--- config.mk ---
export PLATFORM = sky130hd
export DESIGN_NAME = obuft_serializer
export DESIGN_NICKNAME = d
export VERILOG_FILES = /design/src/rtl/obuft_ser_pkg.sv /design/src/rtl/obuft_ser_guard.sv /design/src/rtl/obuft_serializer.sv
export SDC_FILE = /design/constraint.sdc
export NUM_CORES = 1
export LEC_CHECK = 0
export CAP_MARGIN = 20
export CORE_AREA = 2 2 51 53
export CTS_BUF_LIST = sky130_fd_sc_hd__clkbuf_4 sky130_fd_sc_hd__clkbuf_8
export CTS_CLUSTER_SIZE = 12
export DETAILED_ROUTE_END_ITERATION = 8
export DIE_AREA = 0 0 53 55
export PLACE_DENSITY_LB_ADDON = 0.05
export SLEW_MARGIN = 20
export SYNTH_ARGS = -nofsm -noshare
export SYNTH_HDL_FRONTEND = slang
export SYNTH_SLANG_ARGS = --single-unit
--- constraint.sdc ---
create_clock -name CLK -period 2.2 [get_ports CLK]
set_input_delay 0.22 -clock CLK [delete_from_list [all_inputs] [get_ports CLK]]
set_output_delay 0.22 -clock CLK [all_outputs]
set_load 0.02 [all_outputs]
--- src/rtl/obuft_ser_pkg.sv ---
// Shared state encoding and guard-counter sizing for the tristate output serializer.
// Optional parity support is selected by OBUFT_SER_PARITY_EN in the top module.
package obuft_ser_pkg;

  typedef enum logic [1:0] {
    ST_IDLE  = 2'd0,
    ST_LEAD  = 2'd1,
    ST_SHIFT = 2'd2,
    ST_TRAIL = 2'd3
  } state_t;

  localparam int GUARD_W = 4;

  // The guard counter exits on its zero flag, so it is loaded with one less than the guard length.
  function automatic logic [GUARD_W-1:0] guard_load(input int turn);
    return (turn == 0) ? '0 : GUARD_W'(turn - 1);
  endfunction

endpackage

--- src/rtl/obuft_ser_guard.sv ---
// Loadable down-counter timing the lead and trail guard intervals around each burst.
module obuft_ser_guard
  import obuft_ser_pkg::*;
(
  input  logic               clk,
  input  logic               rst_n,
  input  logic               load,
  input  logic [GUARD_W-1:0] load_val,
  input  logic               dec,
  output logic               zero
);

  logic [GUARD_W-1:0] cnt;

  always_ff @(posedge clk) begin
    if (!rst_n) begin
      cnt <= '0;
    end else if (load) begin
      cnt <= load_val;
    end else if (dec && (cnt != '0)) begin
      cnt <= cnt - GUARD_W'(1);
    end
  end

  assign zero = (cnt == '0);

endmodule

--- src/rtl/obuft_serializer.sv ---
// MSB-first parallel-to-serial stage feeding a tristate pad buffer, with driven guard cycles around bursts.
// Define OBUFT_SER_PARITY_EN to append an even-parity bit after the LSB of every word.
module obuft_serializer
  import obuft_ser_pkg::*;
#(
  parameter int   WIDTH    = 8,
  parameter int   TURN_CYC = 2,
  parameter logic IDLE_VAL = 1'b1
) (
  input  logic             CLK,
  input  logic             RST_N,
  input  logic [WIDTH-1:0] DIN,
  input  logic             DIN_VALID,
  output logic             DIN_READY,
  output logic             O_I,
  output logic             O_T,
  output logic             BUSY,
  output logic             DONE
);

`ifdef OBUFT_SER_PARITY_EN
  localparam int SHIFT_LEN = WIDTH + 1;
`else
  localparam int SHIFT_LEN = WIDTH;
`endif
  localparam int                 BCNT_W     = $clog2(SHIFT_LEN + 1);
  localparam logic [BCNT_W-1:0]  BCNT_LOAD  = BCNT_W'(SHIFT_LEN);
  localparam logic [BCNT_W-1:0]  BCNT_LAST  = BCNT_W'(1);
  localparam logic [GUARD_W-1:0] GUARD_LOAD = guard_load(TURN_CYC);
  localparam bit                 HAS_GUARD  = (TURN_CYC != 0);

  state_t            state;
  logic [WIDTH-1:0]  sreg;
  logic [BCNT_W-1:0] bcnt;
  logic              armed;
`ifdef OBUFT_SER_PARITY_EN
  logic              par;
`endif

  logic last_bit;
  logic accept;
  logic guard_ld;
  logic guard_dec;
  logic guard_zero;

  // armed holds DIN_READY low for the first cycle after reset has been applied
  assign last_bit  = (state == ST_SHIFT) && (bcnt == BCNT_LAST);
  assign DIN_READY = armed && ((state == ST_IDLE) || last_bit);
  assign accept    = DIN_VALID && DIN_READY;
  assign guard_ld  = HAS_GUARD && (((state == ST_IDLE) && accept) || (last_bit && !accept));
  assign guard_dec = (state == ST_LEAD) || (state == ST_TRAIL);

  obuft_ser_guard u_guard (
    .clk      (CLK),
    .rst_n    (RST_N),
    .load     (guard_ld),
    .load_val (GUARD_LOAD),
    .dec      (guard_dec),
    .zero     (guard_zero)
  );

  // sreg holds the bits not yet placed on O_I; O_I is loaded with the next bit one edge ahead
  always_ff @(posedge CLK) begin
    if (!RST_N) begin
      state <= ST_IDLE;
      sreg  <= '0;
      bcnt  <= '0;
      armed <= 1'b0;
      O_I   <= IDLE_VAL;
      O_T   <= 1'b1;
      BUSY  <= 1'b0;
      DONE  <= 1'b0;
`ifdef OBUFT_SER_PARITY_EN
      par   <= 1'b0;
`endif
    end else begin
      armed <= 1'b1;
      DONE  <= 1'b0;
      case (state)
        ST_IDLE: begin
          if (accept) begin
            O_T  <= 1'b0;
            BUSY <= 1'b1;
            bcnt <= BCNT_LOAD;
`ifdef OBUFT_SER_PARITY_EN
            par  <= ^DIN;
`endif
            if (HAS_GUARD) begin
              state <= ST_LEAD;
              O_I   <= IDLE_VAL;
              sreg  <= DIN;
            end else begin
              state <= ST_SHIFT;
              O_I   <= DIN[WIDTH-1];
              sreg  <= DIN << 1;
            end
          end
        end
        ST_LEAD: begin
          if (guard_zero) begin
            state <= ST_SHIFT;
            O_I   <= sreg[WIDTH-1];
            sreg  <= sreg << 1;
          end
        end
        ST_SHIFT: begin
          if (last_bit) begin
            if (accept) begin
              O_I  <= DIN[WIDTH-1];
              sreg <= DIN << 1;
              bcnt <= BCNT_LOAD;
`ifdef OBUFT_SER_PARITY_EN
              par  <= ^DIN;
`endif
            end else if (HAS_GUARD) begin
              state <= ST_TRAIL;
              O_I   <= IDLE_VAL;
            end else begin
              state <= ST_IDLE;
              O_T   <= 1'b1;
              O_I   <= IDLE_VAL;
              BUSY  <= 1'b0;
              DONE  <= 1'b1;
            end
          end else begin
            bcnt <= bcnt - BCNT_W'(1);
            sreg <= sreg << 1;
`ifdef OBUFT_SER_PARITY_EN
            O_I  <= (bcnt == BCNT_W'(2)) ? par : sreg[WIDTH-1];
`else
            O_I  <= sreg[WIDTH-1];
`endif
          end
        end
        ST_TRAIL: begin
          if (guard_zero) begin
            state <= ST_IDLE;
            O_T   <= 1'b1;
            O_I   <= IDLE_VAL;
            BUSY  <= 1'b0;
            DONE  <= 1'b1;
          end
        end
        default: state <= ST_IDLE;
      endcase
    end
  end

endmodule

==> results.yml <==
clocking:
  cts_hold_buf: 0
  clock_sinks: 23
  ctsHtreeMaxLevel: 1
  clock_latency_ns: 0.31
  cts_tree: "yes"
  numCtsBuffers: 3
  clk_pin_slew_ns: 0.13
  cts_max_path_buffers: 2
  root_buffer: "clkbuf_4"
cells_and_area:
  fill_cells: 225
  layoutNonFillerInstCount: 185
  post-route-util_pct: 62.7
  ff_latch_area_sq_um: 462
  diodes: 0
  fin_nets: 175
  multi_input_area_sq_um: 747
  drive_gt1_share_pct: 11.0
  synthToLayoutAreaGrowth_pct: 15.2
critical_path:
  crit_family: "flip-flops"
  crit_path_start_kind: "flip-flop"
  cp_max_fo: 6
  crit_required_ns: 1.98
  crit_type: "flip-flop to output port"
  cp-end-kind: "output port"
  max_stage_delay_ns: 0.39
  critPathBufInv: 2
  cp_cell_sequence: "inv_1 -> ha_1 -> and4bb_1 -> o21a_1 -> dlygate4sd2_1"
  slowest_stage: "dfxtp_2"
  arrival_ns: 1.77
pwr:
  clockPowerShare_pct: 10.9
  p_int_uw: 1030
  power_frac_seq_pct: 37.1
  ir_drop_mv: 0.687
  sw_frac_of_total_pct: 42.1
  power_frac_comb_pct: 52.0
  p_leak_uw: 0.000593
  p_per_area_nw_per_um2: 1200
  power_switching_uw: 750
drt:
  drtIter0Drc: 27
  wirelength_um: 2630
  via_per_inst: 5.79
  dr.pass1.iters: 4
  wire_per_inst_um: 14.2
  ant_nets: 0
  vias: 1071
  drc: 0
logic_synthesis:
  yosysTopAreaCellShare_pct: 35.8
  yosysMostFrequentCell: "dfxtp_1"
  synth-main-ff-cell: "dfxtp_1"
  yosys.area.top_type: "dfxtp_1"
  syn_area_sq_um: 1290
  synth_edf_count: 0
  synth_warnings: 0
  synth.area.top_cells: "dfxtp_1, ha_1, a221oi_1"
  syn_avg_cell_area_sq_um: 9.40
  async_reset_ff_share_pct: 0
  ys_seq_area_share_pct: 35.8
  synth_cell_type_count: 43
  synthesis.nets: 156
  ys_ff_latch: 23
  synth_cells: 137
  synth_commonest_cells: "dfxtp_1, inv_1, and3_1, ha_1, nor2_1"
floorplan:
  die_y_um: 55
  die_area_sq_um: 2920
  ios: 16
  fp.coreArea_sq_um: 2360
  die_w_um: 53
  core.rowCount: 18
  start_util_pct: 54.4
place:
  gp_congestion: 0.772
  hpwl_um: 2010
  dp_cells: 181
  port_buffers: 15
timing:
  tightestPinTransition_ns: 0.444
  skew_ns: 0.00860
  rsz0062_at_grt: "no"
  finalSetupViolCount: 0
  finalHoldViolCount: 0
  fin_crit_sh_pct: 90.3
  tns_ns: 0
  hold_slack_ns: 0.477
  period_needed_ns: 1.99
  clock.fmax_mhz: 503
  finalMaxSlewViolations: 0
  slew_headroom_pct: 70.3
grt:
  grt_pass1_wl_um: 4570
  grt_usage_pct: 21.6
  gr-total-overflow: 0
  grt_max_degree: 14
  grt_antenna_before_repair: 0
  grt_pass1_vias: 1037
status:
  status: "finished, final reports clean"
hold_path:
  holdCritPathClass: "flip-flop to flip-flop"
flow_run:
  max_cap_violations: 0
==> power by group through the flow <==
stage | logic, uW | registers, uW | clock network, uW
finish | 927 | 662 | 195
CTS | 931 | 663 | 201
detailed placement | 929 | 672 | 0
floorplan | 686 | 670 | 0
global placement | 903 | 661 | 0
global route | 1030 | 684 | 226
==> through the flow <==
| stage | instance area (sq um) | power [uW] | worst slack, ns |
|---|---|---|---|
| final | 1480 | 1780 | 0.213 |
| after global routing | 1480 | 1940 | 0.0940 |
| after CTS | 1480 | 1790 | 0.220 |
| after detailed placement | 1460 | 1600 | 0.302 |
| after global placement | 1460 | 1560 | 0.355 |
| after floorplan | 1290 | 1360 | 0.584 |
==> kinds of logic after synthesis <==
group                    count (synthesis)  share of synthesized area, %
AO/OA/AOI/OAI                           43                          25.9
buffers and inverters                   14                          6.22
adder cells (fa/ha/maj)                  8                          7.77
multiplexers                             3                          2.33
XOR/XNOR                                 3                          2.04
flip-flops                              23                          35.8
AND/OR/NAND/NOR                         43                          19.9
==> worst min-delay path, cell delays in order, from the launching register on <==
cell	delay, ns
dfxtp_1	0.33
nand2_1	0.05
mux2i_1	0.06
==> area by class of cell <==
cell class                 count  area share (%)
clock buffer                   3            1.52
clock inverter                 1           0.338
inverter                      10            2.53
multi-input combinational    100            50.4
sequential                    23            31.1
tap                           30            2.53
timing repair buffer          18            11.6
==> registers in the layout, summed over array words and instances (netlist names), 2 cells and up <==
register and flops:
sreg 8, bcnt 4, state 2, u_guard.cnt 4
==> placed cells by master (no fill, tap or decap), drive strengths merged, types with 3 or more instances in the layout <==
cell type and n:
a211oi 3, a21boi 4, a21oi 6, a221oi 7, a31oi 3, and3 8, buf 3, clkbuf 3
clkdlybuf4s50 14, dfxtp 23, ha 8, inv 10, mux2i 3, nand2 8, nand3 6, nor2 9
o21a 3, o21ai 6, o2bb2ai 7
==> repair_timing <==
action	in CTS	in global routing
setup buffers	0	0
gates resized for setup	2	0
setup endpoints to repair	1	0
==> worst paths after layout <==
path | depth (start not counted) | slack [ns] | start | to
worst min register to register | 2 | 0.48 | sreg[0]$_SDFFE_PN0P_ | sreg[0]$_SDFFE_PN0P_
worst max register to register | 6 | 0.36 | state[1]$_SDFFE_PN0P_ | sreg[1]$_SDFFE_PN0P_
worst min-delay path | 2 | 0.48 | sreg[0]$_SDFFE_PN0P_ | sreg[0]$_SDFFE_PN0P_
worst max-delay path | 5 | 0.21 | state[0]$_SDFFE_PN0P_ | DIN_READY
==> per-layer routing <==
| layer | share of wire (%) | track usage (%) | vias to the layer above |
|---|---|---|---|
| met5 | 0 | 0 | - |
| met4 | 1.2 | 7.69 | 0 |
| met3 | 3.3 | 4.03 | 5 |
| met2 | 48 | 39.0 | 18 |
| met1 | 47 | 25.8 | 506 |
| li1 | - | - | 542 |
Note: power is estimated with default switching activity, not from simulation.
